--- src/rtl/cfg_iface_master.sv ---
// cfg_iface_master
// SoC-side initiator for the asynchronous four-phase REQ/ACK config handshake.
// Accepts one transaction at a time from a req/gnt/rvalid bus. It drives
// registered REQ, address, write-data and write-enable-bar lines, and brings the
// returning ACK into clk_i through a flip-flop synchronizer. Read data is
// sampled only while the synchronized ACK is high, so cfg_q_i never needs a
// per-bit synchronizer. A REQ-high timeout plus a recovery guard stop an
// unresponsive or unpowered accelerator from hanging the SoC bus.

module cfg_iface_master #(
    parameter int ADDR_WIDTH     = 16,
    parameter int DATA_WIDTH     = 32,
    parameter int SYNC_STAGES    = 2,
    parameter int TIMEOUT_CYCLES = 1024
) (
    input  logic                  clk_i,
    input  logic                  rst_ni,
    // synchronous SoC bus
    input  logic                  soc_req_i,
    output logic                  soc_gnt_o,
    input  logic                  soc_we_i,
    input  logic [ADDR_WIDTH-1:0] soc_addr_i,
    input  logic [DATA_WIDTH-1:0] soc_wdata_i,
    output logic                  soc_rvalid_o,
    output logic [DATA_WIDTH-1:0] soc_rdata_o,
    output logic                  soc_err_o,
    output logic                  busy_o,
    // asynchronous four-phase handshake
    output logic                  cfg_req_o,
    output logic [ADDR_WIDTH-1:0] cfg_ad_o,
    output logic                  cfg_web_o,
    output logic [DATA_WIDTH-1:0] cfg_d_o,
    input  logic                  cfg_ack_i,
    input  logic [DATA_WIDTH-1:0] cfg_q_i
);

    // FSM encoding
    localparam logic [2:0] ST_IDLE     = 3'd0;
    localparam logic [2:0] ST_SETUP    = 3'd1;
    localparam logic [2:0] ST_REQ_HIGH = 3'd2;
    localparam logic [2:0] ST_REQ_LOW  = 3'd3;
    localparam logic [2:0] ST_RECOVER  = 3'd4;
    localparam logic [2:0] ST_RESP     = 3'd5;

    // A timeout value of zero turns the timeout off completely
    localparam logic            TO_EN   = (TIMEOUT_CYCLES != 0);
    localparam int              TO_W    = (TIMEOUT_CYCLES > 2) ? $clog2(TIMEOUT_CYCLES) : 1;
    localparam logic [TO_W-1:0] TO_LAST = TO_W'((TIMEOUT_CYCLES > 0) ? (TIMEOUT_CYCLES - 1) : 0);
    localparam logic [TO_W-1:0] TO_ONE  = TO_W'(1);

    // Recovery guard: covers a full ACK round trip through the synchronizer in
    // both directions, with margin, before the bus is declared quiet.
    localparam int              GUARD_CYCLES = 2 * SYNC_STAGES + 4;
    localparam int              GD_W         = $clog2(GUARD_CYCLES);
    localparam logic [GD_W-1:0] GUARD_LAST   = GD_W'(GUARD_CYCLES - 1);
    localparam logic [GD_W-1:0] GUARD_ONE    = GD_W'(1);

    logic [2:0]             state_r;
    logic [2:0]             state_next_s;
    logic [SYNC_STAGES-1:0] ack_sync_r;
    logic                   ack_s;
    logic [TO_W-1:0]        to_cnt_r;
    logic [GD_W-1:0]        guard_cnt_r;
    logic                   err_r;
    logic [DATA_WIDTH-1:0]  rcap_r;

    logic accept_s;      // transaction accepted in Idle
    logic req_rise_s;    // Setup -> ReqHigh
    logic ack_done_s;    // ACK seen while REQ high
    logic timeout_s;     // REQ-high budget used up without ACK
    logic resp_enter_s;  // entering Resp on this edge

    assign ack_s     = ack_sync_r[SYNC_STAGES-1];
    assign soc_gnt_o = (state_r == ST_IDLE) ? soc_req_i : 1'b0;
    assign busy_o    = (state_r != ST_IDLE);

    // Multi-stage synchronizer bringing the remote ACK into clk_i
    always_ff @(posedge clk_i or negedge rst_ni) begin
        if (!rst_ni) begin
            ack_sync_r <= {SYNC_STAGES{1'b0}};
        end else begin
            ack_sync_r <= {ack_sync_r[SYNC_STAGES-2:0], cfg_ack_i};
        end
    end

    // Next-state logic and the per-edge event strobes used by the datapath
    always_comb begin
        state_next_s = state_r;
        accept_s     = 1'b0;
        req_rise_s   = 1'b0;
        ack_done_s   = 1'b0;
        timeout_s    = 1'b0;
        resp_enter_s = 1'b0;
        case (state_r)
            ST_IDLE: begin
                // A stray ACK here is ignored; Setup will not raise REQ until it clears
                if (soc_req_i) begin
                    accept_s     = 1'b1;
                    state_next_s = ST_SETUP;
                end else begin
                    state_next_s = ST_IDLE;
                end
            end
            ST_SETUP: begin
                // REQ may rise only against a quiet ACK line
                if (!ack_s) begin
                    req_rise_s   = 1'b1;
                    state_next_s = ST_REQ_HIGH;
                end else begin
                    state_next_s = ST_SETUP;
                end
            end
            ST_REQ_HIGH: begin
                if (ack_s) begin
                    ack_done_s   = 1'b1;
                    state_next_s = ST_REQ_LOW;
                end else if (TO_EN && (to_cnt_r == TO_LAST)) begin
                    timeout_s    = 1'b1;
                    state_next_s = ST_RECOVER;
                end else begin
                    state_next_s = ST_REQ_HIGH;
                end
            end
            ST_REQ_LOW: begin
                if (!ack_s) begin
                    resp_enter_s = 1'b1;
                    state_next_s = ST_RESP;
                end else begin
                    state_next_s = ST_REQ_LOW;
                end
            end
            ST_RECOVER: begin
                if (!ack_s && (guard_cnt_r == GUARD_LAST)) begin
                    resp_enter_s = 1'b1;
                    state_next_s = ST_RESP;
                end else begin
                    state_next_s = ST_RECOVER;
                end
            end
            ST_RESP: begin
                state_next_s = ST_IDLE;
            end
            default: begin
                state_next_s = ST_IDLE;
            end
        endcase
    end

    // FSM state register
    always_ff @(posedge clk_i or negedge rst_ni) begin
        if (!rst_ni) begin
            state_r <= ST_IDLE;
        end else begin
            state_r <= state_next_s;
        end
    end

    // Handshake REQ: rises once setup is done, drops on ACK or on timeout
    always_ff @(posedge clk_i or negedge rst_ni) begin
        if (!rst_ni) begin
            cfg_req_o <= 1'b0;
        end else if (req_rise_s) begin
            cfg_req_o <= 1'b1;
        end else if (ack_done_s || timeout_s) begin
            cfg_req_o <= 1'b0;
        end else if ((state_r == ST_REQ_HIGH) || (state_r == ST_SETUP)) begin
            cfg_req_o <= cfg_req_o;
        end else begin
            cfg_req_o <= 1'b0;
        end
    end

    // Handshake address/data/web: loaded on accept, held through the full cycle
    always_ff @(posedge clk_i or negedge rst_ni) begin
        if (!rst_ni) begin
            cfg_ad_o  <= {ADDR_WIDTH{1'b0}};
            cfg_d_o   <= {DATA_WIDTH{1'b0}};
            cfg_web_o <= 1'b1;
        end else if (accept_s) begin
            cfg_ad_o  <= soc_addr_i;
            cfg_d_o   <= soc_wdata_i;
            cfg_web_o <= ~soc_we_i;
        end else if (state_r == ST_RESP) begin
            cfg_web_o <= 1'b1;
        end else begin
            cfg_web_o <= cfg_web_o;
        end
    end

    // Timeout counter: counts ReqHigh cycles and is zero everywhere else
    always_ff @(posedge clk_i or negedge rst_ni) begin
        if (!rst_ni) begin
            to_cnt_r <= {TO_W{1'b0}};
        end else if (state_r == ST_REQ_HIGH) begin
            to_cnt_r <= to_cnt_r + TO_ONE;
        end else begin
            to_cnt_r <= {TO_W{1'b0}};
        end
    end

    // Recovery guard: restarts on every late ACK and saturates at expiry
    always_ff @(posedge clk_i or negedge rst_ni) begin
        if (!rst_ni) begin
            guard_cnt_r <= {GD_W{1'b0}};
        end else if (state_r != ST_RECOVER) begin
            guard_cnt_r <= {GD_W{1'b0}};
        end else if (ack_s) begin
            guard_cnt_r <= {GD_W{1'b0}};
        end else if (guard_cnt_r != GUARD_LAST) begin
            guard_cnt_r <= guard_cnt_r + GUARD_ONE;
        end else begin
            guard_cnt_r <= guard_cnt_r;
        end
    end

    // Error flag: set by a timeout and cleared once the response goes out
    always_ff @(posedge clk_i or negedge rst_ni) begin
        if (!rst_ni) begin
            err_r <= 1'b0;
        end else if (timeout_s) begin
            err_r <= 1'b1;
        end else if (state_r == ST_RESP) begin
            err_r <= 1'b0;
        end else begin
            err_r <= err_r;
        end
    end

    // Read-data capture: cfg_q_i is stable while ACK is high, so one sample suffices
    always_ff @(posedge clk_i or negedge rst_ni) begin
        if (!rst_ni) begin
            rcap_r <= {DATA_WIDTH{1'b0}};
        end else if (ack_done_s && cfg_web_o) begin
            rcap_r <= cfg_q_i;
        end else begin
            rcap_r <= rcap_r;
        end
    end

    // SoC response: one-cycle rvalid; rdata/err hold until the next response
    always_ff @(posedge clk_i or negedge rst_ni) begin
        if (!rst_ni) begin
            soc_rvalid_o <= 1'b0;
            soc_rdata_o  <= {DATA_WIDTH{1'b0}};
            soc_err_o    <= 1'b0;
        end else if (resp_enter_s) begin
            soc_rvalid_o <= 1'b1;
            soc_err_o    <= err_r;
            soc_rdata_o  <= (cfg_web_o && !err_r) ? rcap_r : {DATA_WIDTH{1'b0}};
        end else begin
            soc_rvalid_o <= 1'b0;
        end
    end

endmodule

--- config.mk ---
export PLATFORM = sky130hd
export DESIGN_NAME = cfg_iface_master
export DESIGN_NICKNAME = d
export VERILOG_FILES = /design/src/rtl/cfg_iface_master.sv
export SDC_FILE = /design/constraint.sdc
export NUM_CORES = 1
export LEC_CHECK = 0
export CAP_MARGIN = 20
export CORE_MARGIN = 2
export CORE_UTILIZATION = 45
export CTS_BUF_LIST = sky130_fd_sc_hd__clkbuf_2 sky130_fd_sc_hd__clkbuf_4 sky130_fd_sc_hd__clkbuf_8
export CTS_CLUSTER_DIAMETER = 100
export DETAILED_ROUTE_END_ITERATION = 10
export GPL_ROUTABILITY_DRIVEN = 0
export PLACE_DENSITY = 0.87
export SYNTH_ARGS = -nofsm -noshare
export SYNTH_HDL_FRONTEND = slang
export SYNTH_SLANG_ARGS = --single-unit
--- constraint.sdc ---
create_clock -name clk_i -period 2.7 [get_ports clk_i]
set_clock_uncertainty 0.2 [all_clocks]
set_input_delay 0.405 -clock clk_i [delete_from_list [all_inputs] [get_ports clk_i]]
set_output_delay 0.405 -clock clk_i [all_outputs]
set_load 0.02 [all_outputs]
==> metrics.md, run 1 <==
| Metric | Value |
|---|---|
| Cts bufs inserted | `17` |
| Worst Setup End Kind | `output pin` |
| Power Total | `9010 uW` |
| Root Driver | `clkbuf_8` |
| HPWL after DPL | `8800 um` |
| Fraction of layout cells with a size suffix above 1 | `22.5%` |
| Design area | `7830 sq um` |
| Layout area overhead | `43.4%` |
| Clock tree sinks | `135` |
| Row Count | `40` |
| CP cell instances | `nor3_2 -> clkdlybuf4s50_1` |
| Core area | `11,900 sq um` |
| Fmax | `390 MHz` |
| Crit path DAT | `1.96 ns` |
| Kind of critical path | `reg -> out` |
| Internal | `6060 uW` |
| Primary FF master, synth | `dfrtp_1` |
| Synth top cells by count | `dfrtp_1, mux2_2, a32o_1, nor2b_1, buf_2` |
| Count leader, synth | `dfrtp_1` |
| First-pass GRT wire length | `20,200 um` |
| FF-to-FF Start | `state_r[1]` |
| Via density per instance | `5.29` |
| Routed Antenna Nets | `0` |
| Slew HR | `59.9%` |
| Netlist cell types | `39` |
| N_diodes | `0` |
| Top cells by area, synth | `dfrtp_1, mux2_2, a32o_1, nor2b_1, buf_2` |
| Clock tree buffer depth | `2` |
| Syn Area/Cell | `14.1 sq um` |
| Synth Register Bits | `135` |
| Post-synthesis cell area | `5460 sq um` |
| Layout Nets | `649` |
| Yosys warning count | `0` |
| DP Area | `7360 sq um` |
| First-iteration detailed-routing DRC count | `247` |
| Vias in the first global route | `4,102` |
| Hold Buf Count CTS | `1` |
| Sequential power share | `37.1%` |
| Crit path launch | `state_r[1]` |
| Die ar. | `13,000 sq um` |
| Setup crit start kind | `register` |
| Post-Syn Instances | `387` |
| Seq/Total Area, Yosys | `61.9%` |
| P_sw | `2940 uW` |
| DRT Wirelength | `12,400 um` |
| Synth area leader | `dfrtp_1` |
| Power density over the cells | `1150 nW/um^2` |
| Slowest CP cell | `clkdlybuf4s50_1` |
| EDFF count, synth | `0` |
| # IOs | `171` |
| Slew Viols, Final | `0` |
| # Post-CTS Setup Buffers | `0` |
| RSZ-0062 raised after global routing | `no` |
| Largest net degree at the start of global routing | `56` |
| Ys async rst share | `100%` |
| Clock Power Share | `20.5%` |
| Synth top area share | `61.4%` |
| VDD IR max | `0.000612 V` |
| CTS tree | `yes` |
| Die height | `114 um` |
| Period utilization | `95.0%` |
| Clk slew on worst S/H paths | `0.07 ns` |
| Worst-Margin Slew | `0.602 ns` |
| Setup TNS | `0 ns` |
| CP Data Required Time | `2.10 ns` |
| Syn_nets | `475` |
| Leakage | `0.00326 uW` |
| Max_cap viols | `0` |
| Worst-path fanout max | `15` |
| # setup viols final | `0` |
| Slowest Stage Delay on Critical Path | `0.68 ns` |
| Die width | `114 um` |
| DR pass1 iterations | `4` |
| Min-Delay Startpoint | `ack_sync_r[0]` |
| Initial Util | `45.8%` |
| IO buf count | `170` |
| Status | `complete, no violations` |
| Combinational share of power | `42.4%` |
| Hold Vio Cnt, Final | `0` |
| Global route overflow | `0` |
| Initial antenna violation count | `0` |
| Total Routing Usage GR | `20.2%` |
| H-tree depth | `4` |
| Switching Share | `32.7%` |
| Crit path time final | `2.57 ns` |
| Resize count post-CTS | `0` |
| Clock Latency Late Sink | `0.43 ns` |
| WL/cell | `17.3 um` |
| # DRC | `0` |
| Hold crit path type | `reg -> reg` |
| Via count | `3,816` |
## metrics by stage
step	cells	worst slack (ns)	utilization, %	hold slack (ns)
detailed placement	688	0.133	61.8	0.139
finish	721	0.134	65.7	0.152
global placement	688	0.192	61.8	0.136
CTS	721	0.0901	65.7	0.154
floorplan	387	0.785	-	-0.0906
global route	721	0.0249	65.7	0.161
## state kept, by name, indices dropped and copies added, names as in the netlist
name          flops
cfg_d_o          32
guard_cnt_r       3
cfg_req_o         1
cfg_ad_o         16
cfg_web_o         1
soc_rvalid_o      1
to_cnt_r         10
soc_err_o         1
rcap_r           32
err_r             1
state_r           3
soc_rdata_o      32
ack_sync_r        2
## power groups by stage
| stage | clock (uW) | sequential, uW | combinational (uW) |
|---|---|---|---|
| 6_report | 1840 | 3340 | 3820 |
| 5_1_grt | 1990 | 3460 | 4080 |
| 4_1_cts | 1890 | 3360 | 3860 |
| 3_5_place_dp | 0 | 3390 | 3850 |
| 3_3_place_gp | 0 | 3330 | 3720 |
| 2_1_floorplan | 0 | 3950 | 1500 |
## cell type report
class                      count  area [sq um]
tap                          147           184
multi-input combinational    220          1950
clock buffer                  24           312
timing repair buffer         181          1840
sequential                   135          3380
inverter                       6          22.5
fill                         893          4080
clock inverter                 8           143
## worst paths after layout
| check | to | slack [ns] | depth (start not counted) |
|---|---|---|---|
| worst max-delay path | soc_gnt_o | 0.13 | 2 |
| worst min-delay path | ack_sync_r[1] | 0.15 | 0 |
| worst max register to register | cfg_d_o[30] | 0.54 | 3 |
| worst min register to register | ack_sync_r[1] | 0.15 | 0 |
| max in group asynchronous | cfg_d_o[23] | 1.20 | 3 |
| min in group asynchronous | rcap_r[8] | 0.28 | 2 |
## layer usage
layer	share of wire (%)	wire [um]	global-route usage, %	vias to the layer above
met2	48	5940	33.1	154
met3	12	1450	9.95	13
met4	1.4	176	7.07	0
li1	-	-	-	1752
met5	0	0	0	-
met1	39	4870	22.9	1897
## worst max-delay path: cells and delay by family, from the launching register on
family | cells | cell delay (ns)
buffers and inverters | 1 | 0.68
flip-flops | 1 | 0.54
AND/OR/NAND/NOR | 1 | 0.31
## cells in the final DEF (no fill, tap or decap), types with 4 or more instances in the layout
cell type and count:
inv_1 6, clkbuf_8 21, nand3_1 4, mux2_2 79
o21ai_0 6, clkdlybuf4s50_1 169, nor2_1 10, a21oi_1 6
a32o_1 33, dfrtp_1 134, or3_1 4, bufinv_16 4
buf_4 6, nand4_1 4, buf_12 4, nor2b_1 33
## cell families after synthesis
logic type               synth area share, %
XOR/XNOR                               0.803
buffers and inverters                   2.77
AND/OR/NAND/NOR                         8.21
AO/OA/AOI/OAI                           8.35
multiplexers                            17.3
adder cells (fa/ha/maj)                0.688
flip-flops                              61.9
Note: power is estimated with default switching activity, not from simulation.
==> run 2, diff against run 1 <==
--- a/config.mk
+++ b/config.mk
@@ -12,7 +12,7 @@
 export CTS_CLUSTER_DIAMETER = 100
 export DETAILED_ROUTE_END_ITERATION = 10
 export GPL_ROUTABILITY_DRIVEN = 0
-export PLACE_DENSITY = 0.87
+export PLACE_DENSITY = 0.77
 export SYNTH_ARGS = -nofsm -noshare
 export SYNTH_HDL_FRONTEND = slang
 export SYNTH_SLANG_ARGS = --single-unit
==> run 2 against run 1 <==
  * Critical path depth unchanged
  * Sequential share of layout area increased by 0.55 points
  * Flip-flop and latch count unchanged
  * Via count increased by 1.2%
  * Worst hold slack got worse by 0.0036 ns
  * Register-to-register slack about the same
  * Power decreased by 3.7%
  * Largest power group unchanged
  * Critical path type unchanged
==> metrics.md, run 2 (synthesized netlist as in run 1, its figures left out) <==
| Metric | Value |
|---|---|
| Cts bufs inserted | `17` |
| IO buf count | `170` |
| Combinational share of power | `44.1%` |
| Via count | `3,860` |
| Design area | `7730 sq um` |
| Core area | `11,900 sq um` |
| Clock tree buffer depth | `2` |
| Finished Layout Cells | `722` |
| Commonest non-fill, non-tap cell in the layout | `clkdlybuf4s50_1` |
| Largest net degree at the start of global routing | `136` |
| Setup TNS | `0 ns` |
| Largest registers | `cfg_d_o: 32 flops, rcap_r: 32 flops, soc_rdata_o: 32 flops` |
| Kind of critical path | `reg -> out` |
| DRT Wirelength | `12,700 um` |
| CP Data Required Time | `2.10 ns` |
| Crit path launch | `state_r[2]` |
| Reg2reg setup slack | `0.55 ns` |
| Total Routing Usage GR | `20.5%` |
| Die height | `114 um` |
| # IOs | `171` |
| Routed Antenna Nets | `0` |
| Multi-input logic area | `1950 sq um` |
| DP Area | `7360 sq um` |
| N_diodes | `0` |
| Setup crit start kind | `register` |
| P_sw | `2940 uW` |
| Period utilization | `95.7%` |
| # setup viols final | `0` |
| CTS tree | `yes` |
| Worst-path fanout max | `13` |
| Hold Vio Cnt, Final | `0` |
| DR pass1 iterations | `4` |
| VDD IR max | `0.000521 V` |
| Slowest Stage Delay on Critical Path | `0.57 ns` |
| Initial Util | `45.8%` |
| Clk slew on worst S/H paths | `0.06 ns` |
| Power density over the cells | `1120 nW/um^2` |
| Fillers | `912` |
| Seq. cell area | `3380 sq um` |
| Most frequent cells in the layout | `clkdlybuf4s50_1, dfrtp_1, mux2_2` |
| Max_cap viols | `0` |
| # Post-CTS Setup Buffers | `0` |
| Layout area overhead | `41.6%` |
| Vias in the first global route | `3,988` |
| Clock Latency Late Sink | `0.44 ns` |
| Instance count on the critical path | `2` |
| Met3 Resource Use GR | `9.05%` |
| First-pass GRT wire length | `20,400 um` |
| Fmax | `387 MHz` |
| Clock Power Share | `17.4%` |
| Global route overflow | `0` |
| Worst-Margin Slew | `0.701 ns` |
| Clock tree sinks | `135` |
| Slew HR | `53.2%` |
| Row Count | `40` |
| RSZ-0062 raised after global routing | `no` |
| Resize count post-CTS | `0` |
| Cells after DPL | `689` |
| H-tree depth | `4` |
| Worst Setup End Kind | `output pin` |
| Die width | `114 um` |
| GR Util met1 | `24.7%` |
| Worst setup path end | `busy_o` |
| Worst r2r path cells | `4` |
| GRT Max-Usage Layer | `met2` |
| Status | `complete, no violations` |
| Sequential power share | `38.5%` |
| Die ar. | `13,000 sq um` |
| Via density per instance | `5.35` |
| Initial antenna violation count | `0` |
| First-iteration detailed-routing DRC count | `240` |
| HPWL after DPL | `8700 um` |
| # DRC | `0` |
| Root Driver | `clkbuf_8` |
| Crit path time final | `2.58 ns` |
| Crit path DAT | `1.98 ns` |
| Fraction of layout cells with a size suffix above 1 | `22.6%` |
| Hold crit path type | `reg -> reg` |
| Layout Nets | `650` |
| Switching Share | `33.9%` |
| WL/cell | `17.6 um` |
| R2R Path End | `rcap_r[8]` |
| Delay-heaviest family, CP | `buffers and inverters` |
| CP cell instances | `or3_1 -> clkdlybuf4s50_1` |
| Slew Viols, Final | `0` |
| FF-to-FF Start | `state_r[1]` |
| Leakage | `0.00322 uW` |
| Critical path buffers and inverters | `1` |
| Internal | `5740 uW` |
| Layout Utilization | `64.9%` |
| Hold Path Stages | `0` |
| Met2 GRT Util | `33.0%` |
| Hold Buf Count CTS | `1` |
| Slowest CP cell | `clkdlybuf4s50_1` |
-- run 2: power groups by stage --
stage	clock, uW	combinational, uW	sequential (uW)
CTS	1550	3870	3350
global placement	0	3750	3340
floorplan	0	1500	3950
global route	1640	4080	3450
detailed placement	0	3860	3380
finish	1510	3830	3340
-- run 2: per-stage QoR --
| stage | power, uW | hold slack (ns) | setup WS, ns |
|---|---|---|---|
| final | 8670 | 0.148 | 0.116 |
| after global routing | 9180 | 0.162 | 0.0531 |
| after CTS | 8780 | 0.151 | 0.0916 |
| after detailed placement | 7240 | 0.136 | 0.183 |
| after global placement | 7090 | 0.132 | 0.222 |
| after floorplan | 5450 | -0.0906 | 0.785 |
-- run 2: worst reg2reg max path, cell delays in order, from the launching register on --
cell and delay [ns]:
dfrtp_1 0.61, or3b_1 0.46, nor3_4 0.20, buf_12 0.22, mux2_2 0.36
-- run 2: routing by layer --
layer	part of all wire, %	up-vias	wire length [um]
met4	1.7	0	213
li1	-	1757	-
met2	47	158	5930
met3	9.9	20	1260
met5	0	-	0
met1	42	1925	5310
-- run 2: worst min path at each step --
stage                          endpoint     startpoint
after CTS                 ack_sync_r[1]  ack_sync_r[0]
after global routing      ack_sync_r[1]  ack_sync_r[0]
after detailed placement  ack_sync_r[1]  ack_sync_r[0]
final                     ack_sync_r[1]  ack_sync_r[0]
after floorplan           ack_sync_r[0]         rst_ni
after global placement    ack_sync_r[1]  ack_sync_r[0]
-- run 2: area by class of cell --
| class | instances | area share, % |
|---|---|---|
| flip-flops and latches | 135 | 43.7 |
| multi-input cells | 220 | 25.2 |
| inverters | 6 | 0.291 |
| clock inverters | 3 | 0.194 |
| clock buffers | 29 | 4.52 |
| repair buffers | 182 | 23.7 |
| well taps | 147 | 2.38 |
